## config.mk

```make
export PLATFORM = sky130hd
export DESIGN_NAME = apb_timer_flat
export DESIGN_NICKNAME = d
export VERILOG_FILES = /design/src/rtl/apb_timer_pkg.sv /design/src/rtl/apb_timer_if.sv /design/src/rtl/timer_core.sv /design/src/rtl/apb_timer.sv /design/src/flat_wrapper.sv
export SDC_FILE = /design/constraint.sdc
export NUM_CORES = 1
export LEC_CHECK = 0
export ABC_AREA = 1
export CORE_MARGIN = 2
export CORE_UTILIZATION = 30
export CTS_CLUSTER_DIAMETER = 150
export DETAILED_ROUTE_END_ITERATION = 7
export PLACE_DENSITY = 0.58
export RECOVER_POWER = 25
export SYNTH_ARGS = -nofsm -noshare
export SYNTH_HDL_FRONTEND = slang
export SYNTH_SLANG_ARGS = --single-unit
export TNS_END_PERCENT = 5
```

## constraint.sdc

```tcl
create_clock -name PCLK -period 5.15 [get_ports PCLK]
set_input_delay 1.03 -clock PCLK [delete_from_list [all_inputs] [get_ports PCLK]]
set_output_delay 1.03 -clock PCLK [all_outputs]
set_load 0.02 [all_outputs]
```

## src/rtl/apb_timer_pkg.sv

```systemverilog
// apb_timer shared definitions.
// Register indices, CTRL bit positions, FSM states.
package apb_timer_pkg;

   typedef enum logic [1:0] {
      ST_IDLE   = 2'd0,
      ST_SETUP  = 2'd1,
      ST_ACCESS = 2'd2
   } apb_state_t;

   localparam logic [2:0] REG_CTRL   = 3'd0;
   localparam logic [2:0] REG_LOAD   = 3'd1;
   localparam logic [2:0] REG_COUNT  = 3'd2;
   localparam logic [2:0] REG_STATUS = 3'd3;

   localparam int CTRL_EN  = 0;
   localparam int CTRL_AR  = 1;
   localparam int CTRL_IRQ = 2;
   localparam int CTRL_PS  = 8;

endpackage

```

## src/rtl/apb_timer_if.sv

```systemverilog
// APB3 bus bundle between the SoC master
// and the timer slave.
interface apb_timer_if;

   logic        PSEL;
   logic        PENABLE;
   logic        PWRITE;
   logic [31:0] PADDR;
   logic [31:0] PWDATA;
   logic [31:0] PRDATA;
   logic        PREADY;

   modport master (
      output PSEL, PENABLE, PWRITE,
      output PADDR, PWDATA,
      input  PRDATA, PREADY
   );

   modport slave (
      input  PSEL, PENABLE, PWRITE,
      input  PADDR, PWDATA,
      output PRDATA, PREADY
   );

endinterface

```

## src/rtl/timer_core.sv

```systemverilog
// Prescaler plus down-counter with expiry
// and optional auto-reload.
module timer_core #(
   parameter int CNT_W = 32
) (
   input  logic             PCLK,
   input  logic             PRESETn,
   input  logic             en,
   input  logic             auto_reload,
   input  logic [7:0]       prescale,
   input  logic             load_we,
   input  logic [CNT_W-1:0] load_val,
   output logic [CNT_W-1:0] count,
   output logic             expire_pulse,
   output logic             en_clr
);

   logic [7:0] presc;
   logic       tick;
   logic       zero;

   assign tick = en & (presc == prescale);
   assign zero = (count == '0);

   // a LOAD write swallows a coincident tick
   assign expire_pulse = tick & zero & ~load_we;
   assign en_clr       = expire_pulse & ~auto_reload;

   // prescaler and counter update
   always_ff @(posedge PCLK or negedge PRESETn) begin
      if (!PRESETn) begin
         presc <= '0;
         count <= '0;
      end else if (load_we) begin
         presc <= '0;
         count <= load_val;
      end else if (!en) begin
         presc <= '0;
      end else begin
         presc <= tick ? 8'd0 : presc + 8'd1;
         if (tick) begin
            if (!zero)
               count <= count - CNT_W'(1);
            else if (auto_reload)
               count <= load_val;
         end
      end
   end

endmodule

```

## src/rtl/apb_timer.sv

```systemverilog
// APB3 timer slave: handshake FSM, register
// file and read mux around timer_core.
module apb_timer
   import apb_timer_pkg::*;
#(
   parameter int WAIT_STATES = 0,
   parameter int CNT_W       = 32
) (
   input  logic      PCLK,
   input  logic      PRESETn,
   apb_timer_if.slave bus,
   output logic      irq
);

   localparam logic [2:0] WS = 3'(WAIT_STATES);

   apb_state_t state, state_nxt;
   logic [2:0] wait_cnt, wait_nxt;

   logic             access;
   logic             wr;
   logic [2:0]       idx;
   logic             wr_ctrl, wr_load, wr_stat;
   logic             ctrl_en, ctrl_ar, ctrl_ie;
   logic [7:0]       ctrl_ps;
   logic [CNT_W-1:0] load_q;
   logic [CNT_W-1:0] load_val;
   logic [CNT_W-1:0] count;
   logic             expired;
   logic             expire_pulse;
   logic             en_clr;
   logic             unused_bits;

   assign unused_bits = ^{bus.PADDR[31:5],
                          bus.PADDR[1:0],
                          bus.PWDATA};

   assign idx    = bus.PADDR[4:2];
   assign access = bus.PSEL & bus.PENABLE;

   // gating on state makes PREADY fall with reset
   assign bus.PREADY = access
                     & (state != ST_IDLE)
                     & (wait_cnt == WS);

   assign wr      = bus.PREADY & bus.PWRITE;
   assign wr_ctrl = wr & (idx == REG_CTRL);
   assign wr_load = wr & (idx == REG_LOAD);
   assign wr_stat = wr & (idx == REG_STATUS);

   // handshake state register
   always_ff @(posedge PCLK or negedge PRESETn) begin
      if (!PRESETn) begin
         state    <= ST_IDLE;
         wait_cnt <= '0;
      end else begin
         state    <= state_nxt;
         wait_cnt <= wait_nxt;
      end
   end

   // handshake next state and wait counting
   always_comb begin
      state_nxt = state;
      wait_nxt  = wait_cnt;
      unique case (state)
         ST_IDLE: begin
            if (bus.PSEL & ~bus.PENABLE)
               state_nxt = ST_SETUP;
         end
         ST_SETUP, ST_ACCESS: begin
            if (!bus.PSEL || bus.PREADY) begin
               state_nxt = ST_IDLE;
               wait_nxt  = '0;
            end else if (bus.PENABLE) begin
               state_nxt = ST_ACCESS;
               wait_nxt  = wait_cnt + 3'd1;
            end
         end
         default: begin
            state_nxt = ST_IDLE;
            wait_nxt  = '0;
         end
      endcase
   end

   // CTRL: a bus write beats a hardware EN clear
   always_ff @(posedge PCLK or negedge PRESETn) begin
      if (!PRESETn) begin
         ctrl_en <= 1'b0;
         ctrl_ar <= 1'b0;
         ctrl_ie <= 1'b0;
         ctrl_ps <= '0;
      end else if (wr_ctrl) begin
         ctrl_en <= bus.PWDATA[CTRL_EN];
         ctrl_ar <= bus.PWDATA[CTRL_AR];
         ctrl_ie <= bus.PWDATA[CTRL_IRQ];
         ctrl_ps <= bus.PWDATA[CTRL_PS +: 8];
      end else if (en_clr) begin
         ctrl_en <= 1'b0;
      end
   end

   // LOAD holding register
   always_ff @(posedge PCLK or negedge PRESETn) begin
      if (!PRESETn)
         load_q <= '0;
      else if (wr_load)
         load_q <= bus.PWDATA[CNT_W-1:0];
   end

   // STATUS: expiry set beats W1C
   always_ff @(posedge PCLK or negedge PRESETn) begin
      if (!PRESETn)
         expired <= 1'b0;
      else if (expire_pulse)
         expired <= 1'b1;
      else if (wr_stat & bus.PWDATA[0])
         expired <= 1'b0;
   end

   assign load_val = wr_load ? bus.PWDATA[CNT_W-1:0]
                             : load_q;

   timer_core #(.CNT_W(CNT_W)) u_core (
      .PCLK         (PCLK),
      .PRESETn      (PRESETn),
      .en           (ctrl_en),
      .auto_reload  (ctrl_ar),
      .prescale     (ctrl_ps),
      .load_we      (wr_load),
      .load_val     (load_val),
      .count        (count),
      .expire_pulse (expire_pulse),
      .en_clr       (en_clr)
   );

   assign irq = expired & ctrl_ie;

   // read mux, zero outside read access
   always_comb begin
      bus.PRDATA = '0;
      if (access & ~bus.PWRITE) begin
         case (idx)
            REG_CTRL:   bus.PRDATA = {16'd0, ctrl_ps, 5'd0,
                                      ctrl_ie, ctrl_ar,
                                      ctrl_en};
            REG_LOAD:   bus.PRDATA = 32'(load_q);
            REG_COUNT:  bus.PRDATA = 32'(count);
            REG_STATUS: bus.PRDATA = {31'd0, expired};
            default:    bus.PRDATA = '0;
         endcase
      end
   end

endmodule

```

## src/flat_wrapper.sv

```systemverilog
// flat-port wrapper written by rule: the top's interface ports become plain ports
module apb_timer_flat import apb_timer_pkg::*;
#(
   parameter int WAIT_STATES = 0,
   parameter int CNT_W       = 32
)
  (PCLK, PRESETn, irq, bus_PSEL, bus_PENABLE, bus_PWRITE, bus_PADDR, bus_PWDATA, bus_PRDATA, bus_PREADY);
  apb_timer_if bus_i ();
  input  logic PCLK;
  input  logic PRESETn;
  output logic irq;
  input wire logic [$bits(bus_i.PSEL)-1:0] bus_PSEL;
  input wire logic [$bits(bus_i.PENABLE)-1:0] bus_PENABLE;
  input wire logic [$bits(bus_i.PWRITE)-1:0] bus_PWRITE;
  input wire logic [$bits(bus_i.PADDR)-1:0] bus_PADDR;
  input wire logic [$bits(bus_i.PWDATA)-1:0] bus_PWDATA;
  output wire logic [$bits(bus_i.PRDATA)-1:0] bus_PRDATA;
  output wire logic [$bits(bus_i.PREADY)-1:0] bus_PREADY;
  assign bus_i.PSEL = bus_PSEL;
  assign bus_i.PENABLE = bus_PENABLE;
  assign bus_i.PWRITE = bus_PWRITE;
  assign bus_i.PADDR = bus_PADDR;
  assign bus_i.PWDATA = bus_PWDATA;
  assign bus_PRDATA = bus_i.PRDATA;
  assign bus_PREADY = bus_i.PREADY;
  apb_timer #(.WAIT_STATES(WAIT_STATES), .CNT_W(CNT_W)) u_core (.PCLK(PCLK), .PRESETn(PRESETn), .bus(bus_i), .irq(irq));
endmodule
```

### Yosys cells after proc, flatten, opt, wreduce, memory -nomap -nowiden

Cells that the tools add are included.

| cells by class | value |
|---|---|
| $add $sub $neg | 3 |
| multiply operators | 0 |
| divide/modulo/power cells | 0 |
| magnitude comparators | 0 |
| equal/unequal tests | 9 |
| shifts and indexed selects | 0 |
| multiplexer cells | 22 |
| bitwise gates (word level) | 20 |
| reductions and logical operators | 15 |

Operator list:

| kind | count |
|---|---|
| $mux 32 | 7 |
| $pmux 32 s4 | 1 |
| $logic_not 32->1 | 1 |
| $sub 32x1->32 const B | 1 |
| $mux 8 | 3 |
| $and 1x1->1 | 15 |
| $reduce_bool 2->1 | 5 |
| $add 8x1->8 const B | 1 |
| $eq 8x8->1 | 1 |
| $eq 3x2->1 const B | 2 |
| $logic_not 3->1 | 2 |
| $mux 2 | 3 |
| $mux 3 | 2 |
| $ne 3x2->1 const B | 2 |
| $pmux 3 s2 | 1 |
| $not 1->1 | 5 |
| $mux 1 | 4 |
| $pmux 2 s2 | 1 |
| $reduce_and 2->1 | 2 |
| $add 3x1->3 const B | 1 |
| $eq 3x1->1 const B | 1 |
| $reduce_and 3->1 | 1 |
| $eq 2x1->1 const B | 1 |
| $eq 2x2->1 const B | 1 |
| 5 further kinds | 5 |

| storage, ports and cells | value |
|---|---|
| bits in registers | 89 |
| latch bits | 0 |
| memory bits (writable) | 0 |
| bits in read-only memories | 0 |
| bits of input ports | 69 |
| output and inout port bits | 34 |
| word-level logic and storage cells | 79 |
| memories kept | 0 |

### Longest topological paths before layout

Gate-level depths: netlist (run 1).

| logic depth | value |
|---|---|
| depth after elaboration | 11 |
| depth in mapped cells | 15 |
| gate-level depth less buffers | 13 |

### By module

Synthesis (run 1) repeated with hierarchy kept, for this count alone.

| unflattened totals | value |
|---|---|
| cells, all modules | 929 |
| area, all modules | 6025.8 um^2 |

Modules (own cells, without submodules):

| module | instances | cells an instance | area an instance (um^2) |
|---|---|---|---|
| timer_core | 1 | 529 | 3164.3 |
| apb_timer | 1 | 400 | 2861.5 |

### Least setup slack after synthesis (run 1)

OpenSTA, ideal clock, no wires.

| timing path | value |
|---|---|
| kind | input -> output |
| start | input bus_PADDR[4] |
| end | output bus_PRDATA[16] |
| arrival time | 2.036 ns |
| data required time | 4.120 ns |
| path slack | 2.084 ns |
| stages | 6 |
| cells stage by stage | inv_1 -> nand3_1 -> inv_1 -> clkbuf_1 -> nand2_1 -> a21oi_1 |

| between the ends | value |
|---|---|
| longest elaborated chain between the ends | 3 |
| elaborated cells on any way between the ends | 6 |
| classes of those cells | eq/ne: 3; mux: 2; reduce/logical: 1 |

RTL lines:

| what | RTL line | RTL |
|---|---|---|
| from (decl) | flat_wrapper.sv:15 | `input wire logic [$bits(bus_i.PADDR)-1:0] bus_PADDR;` |
| $eq 3x2->1, or another cell as far along | apb_timer.sv:144 | `case (idx)` |
| $pmux 32 s4 (*) | apb_timer.sv:144 |  |
| $mux 32 (*) | apb_timer.sv:143 | `if (access & ~bus.PWRITE) begin` |
| to (decl) | flat_wrapper.sv:17 | `output wire logic [$bits(bus_i.PRDATA)-1:0] bus_PRDATA;` |

Mark *: on every way between the ends. The rest lies on a longest branch, timed or not.

### Worst setup path in the final report (run 1)

| timing path | value |
|---|---|
| start | input bus_PADDR[2] |
| end | output bus_PRDATA[20] |

Same word-level chain as after synthesis.

==> out/results.ini, run 1 <==
[run_status]
outcome = complete, but fails checks
violations = max-capacitance violations, max-slew violations

[logic_synthesis]
synth_edf_count = 0
synthesis.area_um2 = 5780
ys_warn_count = 0
async_reset_ff_frac = 1.00
synth.avg_cell_area_um2 = 6.61
ys_ff_latch = 89
synth_top_area_cell = dfrtp_1
synth_top_area_share = 0.386
netlist_top_cells_area = dfrtp_1 (39%), nand2_1 (22%), inv_1 (7.5%)
postSynthCellCount = 874
yosys_most_used_dff = dfrtp_1
synth_seq_area_share = 0.386
syn-num-nets = 951
synth_cell_type_count = 34

[global_route]
grt_max_degree = 48
grtUsageTotal = 0.166
gr-total-overflow = 0
antenna_found_initial = 0
grt_pass1_wl_um = 26500
grt_pass1_vias = 5081

[floorplan]
die_w_um = 143
core_area_um2 = 18800
die_h_um = 143
row_count = 50
initial_core_util = 0.308
dieArea_um2 = 20400
pin_count = 103

[routing]
routed_wl_um = 16200
wl_per_cell_um = 13.7
drt_first_pass_iters = 5
drtAntennaViolNets = 0
viasPerCell = 4.62
drc_errors = 0
vias = 5437
drt_iter0_drc = 364

[worst_setup_path]
endpoint_kind = output port
reg2reg_slack_ps = 2280
reg2reg_depth = 12
crit_type = in -> out
startpoint_type = input port
timing.rr.end = u_core.u_core.count[31]
r2r-start = u_core.state[0]
critPathMaxFanout = 13
arrival_ps = 3510
worstPathRequired_ps = 4120

[power_and_ir_drop]
power_frac_comb = 0.318
swShare = 0.382
seqPwrFrac = 0.431
vdd_drop_max_mv = 0.153
p_leak_uw = 0.00329
intPower_uw = 1630
powerDensity_nw_per_um2 = 378
power.switching_uw = 1010
clkPwrFrac = 0.251
power_uw = 2630

[layout]
stdcell_count = 1176
n_fill_cell = 2029
drive_above_1_share = 0.0510
nNetsFinal = 1016
diodes = 0
syn_to_final_growth_pct = 20.7

[hold_path]
worstHoldStart = u_core.load_q[5]
min_to = u_core.load_q[5]
hold_path.class = reg -> reg
whs_path_depth = 2

[clock_network]
ctsResizeCount = 0
clk_pin_slew_ps = 60
clockRootBuffer = clkbuf_16
ctsHtreeMaxLevel = 3
clock_latency_ps = 350
cts_buffers = 9
cts_max_path_buffers = 2
cts_setup_buffers = 0
tritoncts = built
cts.sinks = 89
cts_hold_buf = 0

[sta]
finalClockSkew_ps = 10.5
hold_violations = 0
tightest_slew_ps = 2570
rsz0062_at_grt = no
min_period_over_period = 0.881
slew_violations = 48
fmax_ghz = 0.220
setup_violations = 0
slew_headroom = -0.714
period_minus_slack_ps = 4540
fin_hold_ws_ps = 503
tns_ps = 0

[place]
hpwl_um = 12100
place.gp.congestion = 0.907
io_buffers = 73
dp_cells = 1162

[job]
max-cap-violations = 1

-- cell usage in the layout (no fill, tap or decap), types with 11 or more instances in the layout --
cell and n:
clkdlybuf4s50_1 72, o21ai_1 21, a21oi_1 23, xor2_1 15, nand3_1 42, nor2_1 88
nand3_2 11, inv_1 116, nand2_1 344, o21ai_0 40, dfrtp_1 89
-- through the flow --
step | area, um2 | setup WS, ps | util
floorplan | 5780 | 2080 | -
global placement | 6690 | 660 | 0.357
detailed placement | 6690 | 606 | 0.357
CTS | 6980 | 604 | 0.372
global route | 6970 | 396 | 0.372
finish | 6970 | 614 | 0.372
-- power by group through the flow --
| stage | combinational [uW] | sequential [uW] | clock, uW |
|---|---|---|---|
| after floorplan | 627 | 1080 | 0 |
| after global placement | 829 | 1140 | 0 |
| after detailed placement | 843 | 1150 | 0 |
| after CTS | 848 | 1140 | 674 |
| after global routing | 974 | 1170 | 702 |
| final | 838 | 1140 | 661 |
-- kinds of logic (layout without fill, tap and decap cells) --
kind of cell	count (synthesis)	in the layout	synth area share
AO/OA/AOI/OAI	100	100	0.0940
XOR/XNOR	22	22	0.0334
adder cells (fa/ha/maj)	8	8	0.0173
buffers and inverters	147	215	0.108
flip-flops	89	89	0.386
AND/OR/NAND/NOR	508	508	0.362
-- sequential cells by signal (all words and copies together), names as in the netlist --
signal / count
u_core.ctrl_ar: 1
u_core.ctrl_en: 1
u_core.ctrl_ie: 1
u_core.ctrl_ps: 8
u_core.expired: 1
u_core.load_q: 32
u_core.state: 2
u_core.u_core.count: 32
u_core.u_core.presc: 8
u_core.wait_cnt: 3
-- layout make-up --
| class | count | area (um2) | area share |
|---|---|---|---|
| Multi-Input combinational cell | 638 | 2930 | 0.420 |
| Sequential cell | 89 | 2230 | 0.319 |
| Timing Repair Buffer | 83 | 797 | 0.114 |
| Inverter | 118 | 443 | 0.0635 |
| Tap cell | 234 | 293 | 0.0420 |
| Clock buffer | 11 | 243 | 0.0348 |
| Clock inverter | 3 | 42.5 | 0.00610 |
-- critical path, cell delays in order --
cell	delay [ps]
clkdlybuf4s50_1	460
nor2_1	160
nand2_1	270
inv_1	430
buf_4	280
nand2_1	70
a21oi_1	160
clkdlybuf4s50_1	630
-- worst max path at each step --
stage                             from        endpoint  slack (ps)  depth (start not counted)
final                     bus_PADDR[2]  bus_PRDATA[20]         610                          8
after global routing      bus_PADDR[2]  bus_PRDATA[22]         400                          8
after CTS                 bus_PADDR[2]  bus_PRDATA[25]         600                          8
after detailed placement  bus_PADDR[2]  bus_PRDATA[25]         610                          8
after global placement    bus_PADDR[2]  bus_PRDATA[20]         660                          8
after floorplan           bus_PADDR[4]  bus_PRDATA[16]        2080                          6
-- synth_stat cells (6+ instances only) --
cell	count
nand2_1	344
inv_1	116
dfrtp_1	89
nor2_1	89
nand3_1	42
o21ai_0	40
a21oi_1	23
o21ai_1	21
xor2_1	15
nand3_2	11
buf_2	8
clkbuf_1	8
ha_1	8
xnor2_1	7
buf_4	6
nor2_2	6
o221ai_1	6
o22ai_1	6
-- routing by layer --
layer	wire length, um	global-route usage
met3	687	0.0225
met4	270	0.0578
met2	7270	0.259
met1	7930	0.237
met5	0	0
(Power assumes the default switching activity.)
==> run 2, diff against run 1 <==
PLACE_DENSITY = default   (was 0.58)
clock period = 4.69 ns   (was 5.15 ns; I/O delays follow)
==> out/results.ini, run 2 (synthesis results as in run 1) <==
[power_and_ir_drop]
clkPwrFrac = 0.237
powerDensity_nw_per_um2 = 410
power_frac_comb = 0.326
p_leak_uw = 0.00329
swShare = 0.391
power.switching_uw = 1120
vdd_drop_max_mv = 0.200
seqPwrFrac = 0.438
intPower_uw = 1740

[clock_network]
tritoncts = built
clock_latency_ps = 350
ctsHtreeMaxLevel = 3
cts_hold_buf = 0
ctsResizeCount = 0
cts_max_path_buffers = 2
cts_buffers = 9
cts_setup_buffers = 0
clk_pin_slew_ps = 70
cts.sinks = 89
clockRootBuffer = clkbuf_16

[place]
place.gp.congestion = 0.901
hpwl_um = 12100
io_buffers = 73

[floorplan]
pin_count = 103
initial_core_util = 0.308
dieArea_um2 = 20400
die_h_um = 143
die_w_um = 143
row_count = 50
core_area_um2 = 18800

[layout]
drive_above_1_share = 0.0519
syn_to_final_growth_pct = 20.5
layout_commonest_cell = nand2_1
final_cell_mix = nand2_1 (344), inv_1 (116), dfrtp_1 (89)
nNetsFinal = 1017
top_regs = u_core.load_q: 32 flops, u_core.u_core.count: 32 flops
diodes = 0
n_fill_cell = 2055
fin_util = 0.371

[run_status]
violations = max-capacitance violations, max-slew violations
outcome = complete, but fails checks

[global_route]
grtUsageTotal = 0.164
grt_max_degree = 62
grt_pass1_wl_um = 26200
gr-total-overflow = 0
grt_pass1_vias = 5059
antenna_found_initial = 0

[job]
max-cap-violations = 1

[sta]
fmax_ghz = 0.244
tns_ps = 0
slew_headroom = -1.23
rsz0062_at_grt = no
finalClockSkew_ps = 8.26
period_minus_slack_ps = 4090
slew_violations = 62
setup_violations = 0
min_period_over_period = 0.873
tightest_slew_ps = 3350
hold_violations = 0
fin_hold_ws_ps = 496

[routing]
drc_errors = 0
drt_iter0_drc = 427
wl_per_cell_um = 13.6
routed_wl_um = 16000
drt_first_pass_iters = 5
viasPerCell = 4.55
drtAntennaViolNets = 0
vias = 5355

[worst_setup_path]
crit_type = in -> out
r2r-start = u_core.u_core.count[0]
crit_slowest_cell = clkdlybuf4s50_1
crit_chain = clkdlybuf4s50_1 -> inv_1 -> nand3_1 -> inv_1 -> buf_4 -> nand2_1 -> a21oi_1 -> clkdlybuf4s50_1
startpoint = bus_PADDR[3]
cp_slowest_stage_delay_ps = 650
arrival_ps = 3160
endpoint_kind = output port
worstPathRequired_ps = 3750
critPathMaxFanout = 13
startpoint_type = input port

[hold_path]
hold_path.class = reg -> reg
worstHoldStart = u_core.load_q[11]

[run 2: cell count changes in the layout (fill, tap and decap cells not counted)]
cell,previous run,this run
buf_4,9,11
bufinv_16,1,0
clkbuf_1,2,3
clkbuf_2,1,0
clkinv_2,1,2
[run 2: cell type report]
class	instances	area, um2	area share
clock buffers	12	246	0.0354
clock inverters	3	17.5	0.00252
inverters	118	443	0.0636
multi-input cells	638	2930	0.421
flip-flops and latches	89	2230	0.320
well taps	234	293	0.0421
repair buffers	84	807	0.116
[run 2: worst paths after layout]
check | to | slack (ps) | depth (start not counted)
worst max-delay path | bus_PRDATA[20] | 600 | 8
worst min-delay path | u_core.load_q[11] | 500 | 2
worst max register to register | u_core.u_core.count[15] | 1980 | 11
worst min register to register | u_core.load_q[11] | 500 | 2
max in group asynchronous | u_core.u_core.count[21] | 1100 | 1
min in group asynchronous | u_core.state[0] | 1690 | 1
[run 2: through the flow]
stage | std cells | area, um2 | total power (uW) | setup slack (ps)
floorplan | 874 | 5780 | 1880 | 1810
global route | 1178 | 6960 | 3090 | 330
finish | 1178 | 6960 | 2850 | 596
detailed placement | 1163 | 6700 | 2190 | 589
global placement | 1163 | 6700 | 2170 | 612
CTS | 1178 | 6970 | 2880 | 592
[run 2: worst max-delay path, delay by kind of cell]
family | cells | cell delay, ps
and+or+nand+nor | 2 | 170
buffers and inverters | 5 | 1900
AOI/OAI and AO/OA | 1 | 150
[run 2: power groups by stage]
stage | clock network (uW) | logic, uW | registers [uW]
after global placement | 0 | 917 | 1250
after detailed placement | 0 | 932 | 1260
after CTS | 690 | 939 | 1250
after floorplan | 0 | 688 | 1190
final | 676 | 929 | 1250
after global routing | 714 | 1080 | 1290
[run 2: routing by layer]
| metal | part of all wire | vias up | GRT usage |
|---|---|---|---|
| met4 | 0.017 | 0 | 0.0558 |
| met2 | 0.45 | 117 | 0.256 |
| met3 | 0.049 | 17 | 0.0218 |
| li1 | - | 2825 | - |
| met5 | 0 | - | 0 |
| met1 | 0.48 | 2396 | 0.234 |
